`config.mk`:
```
export PLATFORM = sky130hd
export DESIGN_NAME = vigenere_stream
export DESIGN_NICKNAME = d
export VERILOG_FILES = /design/src/rtl/vigenere_stream.sv
export SDC_FILE = /design/constraint.sdc
export NUM_CORES = 1
export LEC_CHECK = 0
export BUFFER_PORTS_ARGS = -buffer_cell sky130_fd_sc_hd__buf_2
export CORE_MARGIN = 5
export CORE_UTILIZATION = 55
export DETAILED_ROUTE_END_ITERATION = 12
export GPL_TIMING_DRIVEN = 0
export PLACE_DENSITY = 0.74
export SYNTH_ARGS = -nofsm -noshare
export SYNTH_HDL_FRONTEND = slang
export SYNTH_SLANG_ARGS = --single-unit
```
`constraint.sdc`:
```
create_clock -name clk -period 5.4 [get_ports clk]
set_input_delay 1.08 -clock clk [delete_from_list [all_inputs] [get_ports clk]]
set_output_delay 1.08 -clock clk [all_outputs]
set_load 0.02 [all_outputs]
```
`src/rtl/vigenere_stream.sv`:
```
// Streaming Vigenere cipher with a programmable key of up to MAX_KEY_LEN shifts.
// Encrypts or decrypts one ASCII byte per cycle behind valid/ready handshakes on both sides.
module vigenere_stream #(
    parameter int MAX_KEY_LEN = 16,
    parameter int KEY_IDX_W   = 4
) (
    input  logic                 clk,
    input  logic                 rst,
    input  logic                 key_wr_en,
    input  logic [KEY_IDX_W-1:0] key_wr_addr,
    input  logic [4:0]           key_wr_data,
    input  logic [KEY_IDX_W:0]   key_len,
    input  logic                 mode,
    input  logic                 restart,
    input  logic                 in_valid,
    output logic                 in_ready,
    input  logic [7:0]           in_char,
    output logic                 out_valid,
    input  logic                 out_ready,
    output logic [7:0]           out_char
);

    localparam logic [KEY_IDX_W:0] MAX_LEN = (KEY_IDX_W + 1)'(MAX_KEY_LEN);
    localparam logic [KEY_IDX_W:0] ONE     = (KEY_IDX_W + 1)'(1);

    logic [4:0]           key_mem [MAX_KEY_LEN];
    logic [KEY_IDX_W-1:0] idx;
    logic [KEY_IDX_W-1:0] cur_idx;
    logic [KEY_IDX_W-1:0] next_idx;
    logic [KEY_IDX_W:0]   eff_len;
    logic [KEY_IDX_W:0]   idx_inc;
    logic                 accept;
    logic                 is_upper;
    logic                 is_lower;
    logic                 is_alpha;
    logic [7:0]           base;
    logic [7:0]           result;
    logic [5:0]           p;
    logic [5:0]           sum;
    logic [5:0]           shifted;
    logic [4:0]           k;
    logic [4:0]           wr_val;

    assign in_ready = !out_valid || out_ready;
    assign accept   = in_valid && in_ready;

    // restart redirects the character being accepted this cycle to key slot 0
    assign cur_idx  = restart ? '0 : idx;
    assign k        = key_mem[cur_idx];
    assign idx_inc  = {1'b0, cur_idx} + ONE;
    assign next_idx = (idx_inc >= eff_len) ? '0 : idx_inc[KEY_IDX_W-1:0];
    assign wr_val   = (key_wr_data >= 5'd26) ? key_wr_data - 5'd26 : key_wr_data;

    always_comb begin
        // NOTE: every combinational output gets a default first, so no path can infer a latch.
        eff_len = key_len;
        if (key_len == '0) begin
            eff_len = ONE;
        end else if (key_len > MAX_LEN) begin
            eff_len = MAX_LEN;
        end
    end

    always_comb begin
        is_upper = (in_char >= 8'h41) && (in_char <= 8'h5A);
        is_lower = (in_char >= 8'h61) && (in_char <= 8'h7A);
        is_alpha = is_upper || is_lower;
        base     = is_lower ? 8'h61 : 8'h41;
        // Letters differ from their base only in the low bits, so a 6-bit subtract is exact
        p        = in_char[5:0] - base[5:0];
        sum      = mode ? (p + 6'd26 - {1'b0, k}) : (p + {1'b0, k});
        shifted  = (sum >= 6'd26) ? sum - 6'd26 : sum;
        result   = is_alpha ? base + {2'b00, shifted} : in_char;
    end

    always_ff @(posedge clk) begin
        // NOTE: all state uses non-blocking assignments so every register samples pre-edge values.
        if (rst) begin
            out_valid <= 1'b0;
            out_char  <= 8'h00;
            idx       <= '0;
            // NOTE: the key memory is reset on purpose (shift 0 is the identity), so it lives in flops, not RAM.
            for (int i = 0; i < MAX_KEY_LEN; i++) begin
                key_mem[i] <= '0;
            end
        end else begin
            if (accept) begin
                out_valid <= 1'b1;
                out_char  <= result;
                idx       <= is_alpha ? next_idx : cur_idx;
            end else begin
                if (out_ready) begin
                    out_valid <= 1'b0;
                end
                if (restart) begin
                    idx <= '0;
                end
            end
            if (key_wr_en) begin
                key_mem[key_wr_addr] <= wr_val;
            end
        end
    end

endmodule

```
==> qor.yml, run 1 <==
status:
  status: "finished, final reports clean"
pwr:
  p_leak_nw: 2.36
  vdd_drop_max_uv: 133
  powerDensity_mw_per_mm2: 281
route:
  drc_errors: 0
  vias_per_cell: 5.82
  wl_um: 12900
  ant_nets: 0
  vias: 4359
  dr.pass1.iters: 5
  avgRoutedWirePerCell_um: 17.2
  dr.first_iter.drc_count: 358
clock_tree:
  clk_latency_ns: 0.37
  clk_path_buf_depth: 2
  htreeDepth: 3
  cts.sinks: 93
  numCtsBuffers: 9
  root_buffer: "clkbuf_8"
  cts_tree: "built"
  clk_pin_slew_ns: 0.09
worst_setup_path:
  cp_cell_sequence: "buf_2 -> clkbuf_2 -> nand2b_4 -> buf_2 -> a221oi_2 -> nor3_1 -> a31oi_1 -> ha_1 -> inv_1 -> ha_1 -> fa_1 -> nand2_1 -> o21ai_1 -> xnor2_1 -> a211oi_4 -> xor2_2 -> o21ai_0 -> and3_1 -> ha_1 -> nor3_1 -> and3_1 -> a211o_1"
  cp_num_buf_inv: 4
  arrival_ns: 5.40
  cpMostUsedCell: "ha_1"
  crit_slowest_cell: "fa_1"
  max_stage_delay_ns: 0.42
  worstSetupEndpointType: "flop"
  required_ns: 5.67
  cp-start-kind: "input pin"
  crit_type: "input pin to flop"
  crit_family: "compound AO/OA/AOI/OAI gates"
  cp_max_fo: 10
synth:
  synth_area_leaders: "edfxtp_1, nor2_1, ha_1"
  syn_avg_cell_area_um2: 9.80
  synth_cell_types: 65
  syn_area_mm2: 0.00551
  synth_top_area_cell: "edfxtp_1"
  synth-edff-count: 80
  synth_most_common_cell: "nor2_1"
  synthArstFlopShare: 0
  synth_seq_area_share: 0.484
  yosys-top-cells-count: "nor2_1, edfxtp_1, nand2_1"
  yosys_warnings: 0
  synth_top_area_share: 0.436
  syn_inst: 562
  ys.flop_type: "edfxtp_1"
  synthesis.nets: 620
  synth-seq-cells: 93
sta:
  relSlewSlack: 0.502
  fin_setup_tns_ns: 0
  max_freq_mhz: 195
  slew_violations: 0
  post-route-min-period_ns: 5.14
  skew_ns: 0.00695
  finalSetupViolations: 0
  rsz0062_at_grt: "false"
  worst-slew-pin-transition_ns: 0.740
  whs_ns: 0.517
  period_share: 0.952
  final_hold_viol_count: 0
floorplanning:
  fp.dieW_um: 110
  start_util: 0.563
  row_count: 36
  ios: 39
  die_h_um: 110
  die_area_mm2: 0.0121
  core_mm2: 0.00977
cells_and_area:
  syn_to_final_growth_pct: 11.6
  n_fill_cell: 828
  antenna_cells: 0
  drive_gt1_frac: 0.131
  nets: 669
global_routing:
  grt_pass1_wl_um: 20400
  gr-usage-all-layers: 0.224
  grt_pass1_vias: 4162
  grt_overflow: 0
  antenna_found_initial: 0
  grt_max_degree: 16
placed_design:
  io_buffers: 37
  globalplace.congestion: 0.951
  dp_hpwl_um: 9860
run:
  drv_cap: 0
hold_path:
  hold_class: "flop to flop"
## final cells by class
cell class | count | area [µm²] | area share
multi-input combinational | 417 | 2700 | 0.439
tap | 133 | 166 | 0.0271
timing repair buffer | 39 | 200 | 0.0326
clock inverter | 5 | 60.1 | 0.00978
inverter | 27 | 101 | 0.0165
buffer | 24 | 124 | 0.0202
clock buffer | 11 | 131 | 0.0214
sequential | 93 | 2660 | 0.433
## cells by family (layout without fill, tap and decap cells)
logic type	after synthesis	in the layout	synth area share
DFF	93	93	0.484
muxes	35	35	0.0648
buffers and inverters	52	106	0.0382
xor gates and xnor gates	14	14	0.0250
and+or+nand+nor	247	247	0.202
AOI/OAI and AO/OA	92	92	0.118
adders and majority gates	29	29	0.0686
## per-layer routing
metal | share of wire | track usage
met1 | 0.40 | 0.271
met2 | 0.51 | 0.395
met3 | 0.072 | 0.0448
met4 | 0.022 | 0.0793
met5 | 0 | 0
## sequential cells by signal (all words and copies together), names as in the netlist
register,flops
key_mem,80
out_char,8
idx,4
out_valid,1
## power breakdown
| group | internal [W] | total [W] | switching [W] |
|---|---|---|---|
| Sequential | 0.000821 | 0.000837 | 0.0000160 |
| Combinational | 0.000167 | 0.000435 | 0.000268 |
| Clock | 0.000216 | 0.000455 | 0.000239 |
## per-stage QoR
stage	area [µm²]	instances	power, W	utilization	worst slack (ns)
final	6140	749	0.00173	0.628	0.262
after global routing	6140	749	0.00181	0.628	0.0318
after CTS	6060	749	0.00172	0.620	0.0110
after detailed placement	5860	732	0.00127	0.599	-0.710
after global placement	5860	732	0.00125	0.599	-0.588
after floorplan	5510	562	0.00115	-	0.00690
## worst paths after layout
path	startpoint	endpoint	slack, ns	cells past startpoint
min reg2reg	out_char[1]	out_char[1]	0.52	2
max	restart	out_char[5]	0.26	22
min	out_char[1]	out_char[1]	0.52	2
max reg2reg	idx[0]	out_char[5]	0.33	21
## repair_timing
action / in CTS / in global routing
resized for setup: 5 / 21
setup buffers: 1 / 1
pin swaps: 1 / 2
gates cloned: 0 / 0
endpoints found under the setup margin: 7 / 7
hold buffers: 0 / 0
## worst register-to-register path: stages (launching register included)
cell and delay [ns]:
dfxtp_1 0.51, clkbuf_4 0.33, clkbuf_4 0.30, mux2i_1 0.15, a221oi_2 0.34, nor3_1 0.11
a31oi_1 0.23, ha_1 0.20, inv_1 0.05, ha_1 0.21, fa_1 0.42, nand2_1 0.08
o21ai_1 0.07, xnor2_1 0.16, a211oi_4 0.29, xor2_2 0.32, o21ai_0 0.17, and3_1 0.22
ha_1 0.35, nor3_1 0.07, and3_1 0.18, a211o_1 0.21
## placed cells by master, fill, tap and decap left out, types with 3 or more instances in the layout
| cell type | count |
|---|---|
| dfxtp_1 | 13 |
| clkbuf_8 | 9 |
| buf_4 | 4 |
| a221oi_2 | 3 |
| nand2_1 | 52 |
| buf_2 | 38 |
| nor3b_1 | 3 |
| a211oi_1 | 10 |
| or3_1 | 5 |
| nor2_1 | 122 |
| edfxtp_1 | 80 |
| a21o_1 | 3 |
| inv_1 | 27 |
| xor2_1 | 7 |
| o22ai_1 | 6 |
| ha_1 | 27 |
| a31oi_1 | 5 |
| clkbuf_1 | 16 |
| xnor2_1 | 5 |
| a21oi_1 | 19 |
| mux2i_1 | 33 |
| nor2b_1 | 8 |
| nand2b_1 | 8 |
| a221o_1 | 5 |
| o21ai_1 | 3 |
| nand3_1 | 12 |
| o21ai_0 | 12 |
| and2_1 | 3 |
| nor3_1 | 11 |
| and3_1 | 7 |
| or2b_1 | 3 |
No activity file was read; power rests on OpenSTA's default activity.
==> inputs of run 2 (changes only) <==
--- a/config.mk
+++ b/config.mk
@@ -5,8 +5,8 @@
 export SDC_FILE = /design/constraint.sdc
 export NUM_CORES = 1
 export LEC_CHECK = 0
-export BUFFER_PORTS_ARGS = -buffer_cell sky130_fd_sc_hd__buf_2
-export CORE_MARGIN = 5
+export BUFFER_PORTS_ARGS = -buffer_cell sky130_fd_sc_hd__buf_4
+export CORE_MARGIN = 1.5
 export CORE_UTILIZATION = 55
 export DETAILED_ROUTE_END_ITERATION = 12
 export GPL_TIMING_DRIVEN = 0
==> qor.yml, run 2 (synthesis results as in run 1) <==
sta:
  slew_violations: 0  # unchanged
  post-route-min-period_ns: 5.15  # +0.00741 ns
  skew_ns: 0.0143  # +0.00736 ns
  finalSetupViolations: 0  # unchanged
  final_hold_viol_count: 0  # unchanged
  relSlewSlack: 0.449  # -0.0534
  worst-slew-pin-transition_ns: 0.827  # +0.0864 ns
  max_freq_mhz: 194  # -0.14%
  period_share: 0.953  # +0.00137
cells_and_area:
  final_common_cell: "nor2_1"
  final_core_util: 0.641  # +0.0128
  antenna_cells: 0  # unchanged
  layout_common_cells: "nor2_1, edfxtp_1, nand2_1"
  drive_gt1_frac: 0.131  # -0.000213
  syn_to_final_growth_pct: 13.3
  largest_reg_flops: 80  # unchanged
  reg_top3: "key_mem (80), out_char (8), idx (4)"
  nets: 670  # +0.15%
  regMostFlops: "key_mem"
route:
  vias: 4401  # +0.96%
  dr.pass1.iters: 5  # unchanged
  ant_nets: 0  # unchanged
  dr.first_iter.drc_count: 302  # -16%
  vias_per_cell: 5.87  # +0.83%
  drc_errors: 0  # unchanged
  wl_um: 13200  # +2.6%
  avgRoutedWirePerCell_um: 17.6  # +2.5%
run:
  drv_cap: 0  # unchanged
clock_tree:
  htreeDepth: 3  # unchanged
  cts.sinks: 93  # unchanged
  clk_latency_ns: 0.37  # about the same
  cts_hold_buf: 0  # unchanged
  numCtsBuffers: 9  # unchanged
  root_buffer: "clkbuf_8"
  cts_tree: "built"
  clk_path_buf_depth: 2  # unchanged
  clk_pin_slew_ns: 0.09  # about the same
worst_setup_path:
  arrival_ns: 5.41  # about the same
  crit_type: "input pin to flop"
  required_ns: 5.67  # about the same
  cp-start-kind: "input pin"
  worstSetupEndpointType: "flop"
  cp_max_fo: 10  # unchanged
floorplanning:
  ios: 39  # unchanged
  fp.dieW_um: 103  # -6.4%
  core_mm2: 0.00973  # -0.46%
  start_util: 0.566  # +0.00261
  row_count: 36  # unchanged
  die_h_um: 103  # -6.4%
  die_area_mm2: 0.0106  # -12%
global_routing:
  antenna_found_initial: 0  # unchanged
  grt_pass1_vias: 4309  # +3.5%
  gr-usage-all-layers: 0.265  # +0.0411
  grt_overflow: 0  # unchanged
  grt_pass1_wl_um: 21000  # +2.7%
  grt_max_degree: 16  # unchanged
pwr:
  vdd_drop_max_uv: 196  # +48%
  powerDensity_mw_per_mm2: 287  # +1.9%
  p_leak_nw: 2.39  # +1.4%
  power_w: 0.00179  # +3.5%
hold_path:
  hold_class: "flop to flop"
placed_design:
  globalplace.congestion: 0.882  # -7.2%
  io_buffers: 37  # unchanged
  dp_hpwl_um: 9940  # +0.87%
status:
  status: "finished, final reports clean"
[run 2: metrics by stage]
| stage | setup TNS, ns | instance area (µm²) | cells | setup WS (ns) | hold slack, ns |
|---|---|---|---|---|---|
| floorplan | 0 | 5510 | 562 | 0.00690 | 0.568 |
| global placement | -4.22 | 5950 | 732 | -0.741 | 0.499 |
| detailed placement | -4.72 | 5950 | 732 | -0.804 | 0.496 |
| CTS | 0 | 6180 | 749 | 0.0513 | 0.509 |
| global route | -0.00138 | 6240 | 750 | -0.00138 | 0.534 |
| finish | 0 | 6240 | 750 | 0.254 | 0.506 |
[run 2: final timing paths]
check / startpoint / to / slack, ns / cells past startpoint
worst max-delay path: restart / out_char[5] / 0.25 / 21
worst min-delay path: out_char[1] / out_char[1] / 0.51 / 2
worst max register to register: idx[0] / out_char[5] / 0.38 / 21
worst min register to register: out_char[1] / out_char[1] / 0.51 / 2
[run 2: layout make-up]
type                            instances  area (µm²)
Buffer                                 24         124
Clock inverter                          6        86.3
Multi-Input combinational cell        417        2670
Tap cell                              133         166
Fill cell                             802        3490
Clock buffer                           10         128
Timing Repair Buffer                   40         300
Inverter                               27         101
Sequential cell                        93        2660
[run 2: metal layers]
metal / GRT usage / wire length [µm] / vias up / part of all wire
li1: - / - / 2105 / -
met1: 0.318 / 5340 / 2072 / 0.40
met2: 0.455 / 6530 / 180 / 0.49
met3: 0.0414 / 813 / 44 / 0.062
met4: 0.150 / 515 / 0 / 0.039
met5: 0 / 0 / - / 0
[run 2: timing repair]
action,4_1_cts,5_1_grt
gates resized for setup,6,15
pin swaps,1,3
endpoints found under the setup margin,7,7
buffers inserted,1,2
[run 2: critical path, stage by stage]
cell      delay (ns)
buf_4           0.12
clkbuf_2        0.20
nand2b_2        0.29
buf_2           0.24
a221o_1         0.29
a31oi_1         0.28
ha_1            0.20
inv_1           0.05
ha_1            0.20
fa_1            0.41
nand2_1         0.08
o21ai_1         0.07
xnor2_1         0.16
a211oi_4        0.29
xor2_2          0.27
o21ai_0         0.12
and3_1          0.20
ha_1            0.35
nor3_1          0.08
and3_1          0.19
a211o_1         0.22
[run 2: where the power goes]
group / internal, W / switching (W) / leakage (nW)
registers: 0.000821 / 0.0000159 / 0.870
logic: 0.000178 / 0.000264 / 1.42
clock network: 0.000261 / 0.000247 / 0.108
total: 0.00126 / 0.000527 / 2.39
